### config.mk
export PLATFORM = sky130hd
export DESIGN_NAME = cdb_writeback_arbiter
export DESIGN_NICKNAME = d
export VERILOG_FILES = /design/src/rtl/cdb_writeback_arbiter.sv
export SDC_FILE = /design/constraint.sdc
export NUM_CORES = 1
export LEC_CHECK = 0
export BUFFER_PORTS_ARGS = -buffer_cell sky130_fd_sc_hd__buf_2
export CAP_MARGIN = 15
export CORE_AREA = 3 3 90 92
export CTS_CLUSTER_SIZE = 24
export DETAILED_ROUTE_END_ITERATION = 8
export DIE_AREA = 0 0 93 95
export GPL_TIMING_DRIVEN = 0
export PLACE_DENSITY = 0.74
export REMOVE_ABC_BUFFERS = 1
export SYNTH_ARGS = -nofsm -noshare
export SYNTH_HDL_FRONTEND = slang
export SYNTH_SLANG_ARGS = --single-unit
### constraint.sdc
create_clock -name clock -period 3.3 [get_ports clock]
set_clock_uncertainty 0.2 [all_clocks]
set_input_delay 0.33 -clock clock [delete_from_list [all_inputs] [get_ports clock]]
set_output_delay 0.33 -clock clock [all_outputs]
set_load 0.01 [all_outputs]
### src/rtl/cdb_writeback_arbiter.sv
// Round-robin Common Data Bus arbiter for three FP result producers, with the
// Qi (pending producer tag) table that gates register file writeback.
module cdb_writeback_arbiter #(
  parameter int DATA_WIDTH = 16,
  parameter int TAG_WIDTH  = 3
) (
  input  logic                  clock,
  input  logic                  reset,
  input  logic                  issueValid,
  input  logic [2:0]            issueReg,
  input  logic [TAG_WIDTH-1:0]  issueTag,
  input  logic [2:0]            reqValid,
  input  logic [TAG_WIDTH-1:0]  reqTag0,
  input  logic [TAG_WIDTH-1:0]  reqTag1,
  input  logic [TAG_WIDTH-1:0]  reqTag2,
  input  logic [DATA_WIDTH-1:0] reqData0,
  input  logic [DATA_WIDTH-1:0] reqData1,
  input  logic [DATA_WIDTH-1:0] reqData2,
  output logic [2:0]            reqReady,
  output logic                  cdbValid,
  output logic [TAG_WIDTH-1:0]  cdbTag,
  output logic [DATA_WIDTH-1:0] cdbData,
  output logic                  regWriteEnable,
  output logic [2:0]            regAddress,
  output logic [DATA_WIDTH-1:0] regDataIn,
  input  logic [2:0]            statusAddr,
  output logic [TAG_WIDTH-1:0]  statusTag
);

  logic [1:0]            ptr_reg;
  logic [1:0]            ptr_next;
  logic [TAG_WIDTH-1:0]  qi_reg [1:7];
  logic [2:0]            grant;
  logic                  transfer;
  logic [TAG_WIDTH-1:0]  win_tag;
  logic [DATA_WIDTH-1:0] win_data;
  logic [7:1]            match;
  logic                  match_found;
  logic [2:0]            match_idx;

  // Search order starts at the pointer and wraps; reset blocks every grant.
  always_comb begin
    grant = 3'b000;
    if (!reset) begin
      case (ptr_reg)
        2'd0: begin
          if (reqValid[0])      grant = 3'b001;
          else if (reqValid[1]) grant = 3'b010;
          else if (reqValid[2]) grant = 3'b100;
        end
        2'd1: begin
          if (reqValid[1])      grant = 3'b010;
          else if (reqValid[2]) grant = 3'b100;
          else if (reqValid[0]) grant = 3'b001;
        end
        default: begin
          if (reqValid[2])      grant = 3'b100;
          else if (reqValid[0]) grant = 3'b001;
          else if (reqValid[1]) grant = 3'b010;
        end
      endcase
    end
  end

  assign reqReady = grant;
  assign transfer = |(grant & reqValid);

  always_comb begin
    win_tag  = '0;
    win_data = '0;
    ptr_next = ptr_reg;
    if (grant[0]) begin
      win_tag  = reqTag0;
      win_data = reqData0;
      ptr_next = 2'd1;
    end else if (grant[1]) begin
      win_tag  = reqTag1;
      win_data = reqData1;
      ptr_next = 2'd2;
    end else if (grant[2]) begin
      win_tag  = reqTag2;
      win_data = reqData2;
      ptr_next = 2'd0;
    end
  end

  // Per-register Qi entry: issue wins over a same-cycle clear.
  for (genvar gi = 1; gi <= 7; gi++) begin : g_qi
    assign match[gi] = (win_tag != '0) && (qi_reg[gi] == win_tag);

    always_ff @(posedge clock) begin
      if (reset) begin
        qi_reg[gi] <= '0;
      end else if (issueValid && (issueReg == 3'(gi))) begin
        qi_reg[gi] <= issueTag;
      end else if (transfer && match_found && (match_idx == 3'(gi))) begin
        qi_reg[gi] <= '0;
      end
    end
  end

  // Lowest matching register wins if several share a tag.
  always_comb begin
    match_found = 1'b0;
    match_idx   = 3'd0;
    for (int i = 7; i >= 1; i--) begin
      if (match[i]) begin
        match_found = 1'b1;
        match_idx   = 3'(i);
      end
    end
  end

  always_comb begin
    statusTag = '0;
    for (int i = 1; i <= 7; i++) begin
      if (statusAddr == 3'(i)) statusTag = qi_reg[i];
    end
  end

  always_ff @(posedge clock) begin
    if (reset) begin
      ptr_reg        <= 2'd0;
      cdbValid       <= 1'b0;
      cdbTag         <= '0;
      cdbData        <= '0;
      regWriteEnable <= 1'b0;
      regAddress     <= 3'd0;
      regDataIn      <= '0;
    end else begin
      ptr_reg        <= ptr_next;
      cdbValid       <= transfer;
      regWriteEnable <= transfer && match_found;
      if (transfer) begin
        cdbTag  <= win_tag;
        cdbData <= win_data;
      end
      if (transfer && match_found) begin
        regAddress <= match_idx;
        regDataIn  <= win_data;
      end
    end
  end

endmodule

==> run summary <==
status: finished, final reports clean
top-count cell post-synth: nand2_1
Nets: 551
CP endpoint: regDataIn[12]
Primary FF master, synth: dfxtp_1
Final Hold Fails: 0
root buffer cell: clkbuf_8
asr flop ratio synth: 0%
Worst-path clk slew: 80 ps
CP Launch Type: flop
EDFF count, synth: 21
Core ar.: 7292 um^2
vias in the first global route: 3257
# IOs: 118
Pwr Total: 0.002693 W
register-to-register setup slack: 30 ps
Synth Register Bits: 63
pwr/cell area: 587.5 nW/um^2
final WL: 10770 um
H-Tree Depth: 3
post-placement cell count: 535
hold buffer count at cts: 0
fillers: 607
DR iter-0 viols: 326
Placer Congestion: 0.8523
hold crit path type: in2reg
min cycle time layout: 3272 ps
Congestion Overflow GR: 0
non-filler cells, final: 583
fmax: 305.6 MHz
chip height: 95 um
CP startpoint: ptr_reg[0]
WHS Path Cells: 3
syn_area_per_cell: 9.595 um^2
biggest cell delay along the critical path: 460 ps
first-pass GRT wire length: 15590 um
Num CTS Buffers: 9
Critical R2R Capture: regDataIn[12]
crit end category: flop
post-synthesis cell count: 341
most instantiated cells after synthesis: nand2_1 (45), dfxtp_1 (42), nor3_1 (23), and2_1 (21), edfxtp_1 (21)
antenna cell count: 0
reg2reg path depth: 12
Crit-path slowest cell: or3b_4
unrepaired setup endpoints after global routing: true
Worst-Skew Late Latency: 340 ps
largest area contributor in the netlist: dfxtp_1
Area Growth Syn to Fin: 40.11%
Post-DP HPWL: 6786 um
Rel. slew slack: 57.64%
crit-path most repeated cell: buf_4
DR vias: 3394
WS Path Type: reg2reg
Die Width: 93 um
layout cells sized above 1: 45.04%
sequential cell area fraction in the yosys report: 44.97%
clock sink total: 63
Final setup viols: 0
Hold Startpoint: reqData2[0]
row cnt: 31
Post-Syn Area: 3272 um^2
max-slew violation count: 0
initial antenna violation count: 0
worst-margin pin slew: 635.3 ps
worst reg2reg path startpoint: ptr_reg[0]
Die ar.: 8835 um^2
Via density: 5.822
Distinct cells, synth: 57
Max Cap Viol: 0
IO Port Bufs: 117
CP Cell Sequence: and2b_2, o22ai_2, and3b_4, a222oi_1, buf_4, buf_6, xnor2_1, a2111oi_2, buf_4, or3b_4, or2_4, a311oi_2
Worst EP arrival: 3330 ps
Initial Utilization: 44.87%
Largest register FFs: 21
Peak VDD IR: 0.3219 mV
top cells by area, synth: dfxtp_1 (26%), edfxtp_1 (19%), nand2_1 (5.2%), and2_1 (4.0%), a22oi_1 (3.7%)
routed length per instance: 18.47 um
GRT Resource Usage Total: 22.69%
Crit Path Max Fanout: 9
Period Utilization, post-route: 99.15%
final routed DRC violation total: 0
Required @ worst endpoint: 3360 ps
largest net degree at the start of global routing: 56
leak pwr: 1.921 nW
Detail Route Antenna Nets: 0
CTS tree: built
top-area cell type share of the netlist area: 25.70%
drt pass-1 iters: 5
clock buffer depth: 2
synth warn: 0
## per-stage QoR
stage | area (um^2) | TNS [ps] | util (%) | setup slack, ps | hold WS [ps]
3_3_place_gp | 3846 | -124550 | 52.75 | -3287 | 242.8
6_report | 4584 | 0 | 62.87 | 28.21 | 58.84
4_1_cts | 4322 | -160.4 | 59.27 | -39.93 | 47.92
5_1_grt | 4584 | -603.3 | 62.87 | -39.53 | 53.68
2_1_floorplan | 3137 | -29630 | - | -1095 | 194.6
3_5_place_dp | 3882 | -81990 | 53.24 | -2620 | 252.8
## cells by family after synthesis
logic type / share of synthesized area (%)
and+or+nand+nor: 20.12
xor gates and xnor gates: 3.748
buffers and inverters: 4.818
DFF: 44.97
muxes: 2.065
AOI/OAI and AO/OA: 24.28
## worst min path at each step
stage	slack, ps	to
floorplan	190	regAddress[0]
global placement	240	cdbTag[2]
detailed placement	250	cdbTag[0]
CTS	50	cdbData[0]
global route	50	cdbData[1]
finish	60	cdbData[0]
## timing repair
item,4_1_cts,5_1_grt
setup buffers,15,12
cloned,2,4
resized for setup,24,33
pin swaps,9,19
endpoints found under the setup margin,41,34
## power by group
part | internal, W | switching, W
clock network | 0.000366 | 0.000321
registers | 0.000931 | 0.0000796
logic | 0.000441 | 0.000555
## layout make-up
cell class / count / area [um^2] / area share (%)
Clock inverter: 4 / 33.78 / 0.7369
Clock buffer: 12 / 176.4 / 3.848
Sequential cell: 63 / 1474 / 32.15
Tap cell: 99 / 123.9 / 2.702
Multi-Input combinational cell: 251 / 1903 / 41.51
Timing Repair Buffer: 148 / 850.8 / 18.56
Inverter: 6 / 22.52 / 0.4913
## worst max-delay path: cells and delay by family (launching register included)
family / cells / cell delay, ps
simple gates: 4 / 1280
buf+inv: 3 / 480
compound gates: 4 / 750
flops: 1 / 330
xor+xnor: 1 / 140
## layer usage
layer,up-vias,share of wire [%],GRT usage (%)
li1,1567,-,-
met1,1610,40,26.78
met2,177,49,37.25
met3,40,7.7,6.614
met4,0,3.7,12.33
met5,-,0,0
## placed cells by master (no fill, tap or decap), drive strengths merged, types with 2 or more instances in the layout
cell type,instances
a2111oi,4
a21oi,12
a221oi,2
a222oi,3
a22oi,16
a311oi,16
a31oi,16
a41oi,3
and2,21
and3b,7
buf,148
clkbuf,12
dfxtp,42
edfxtp,21
inv,8
mux2,2
mux4,2
nand2,46
nand2b,3
nor2,12
nor2b,6
nor3,23
o2111ai,3
o21a,4
o21ai,4
o21bai,2
o22ai,3
o31ai,2
or2,8
xnor2,9
xor2,5
Note: power is estimated with default switching activity, not from simulation.
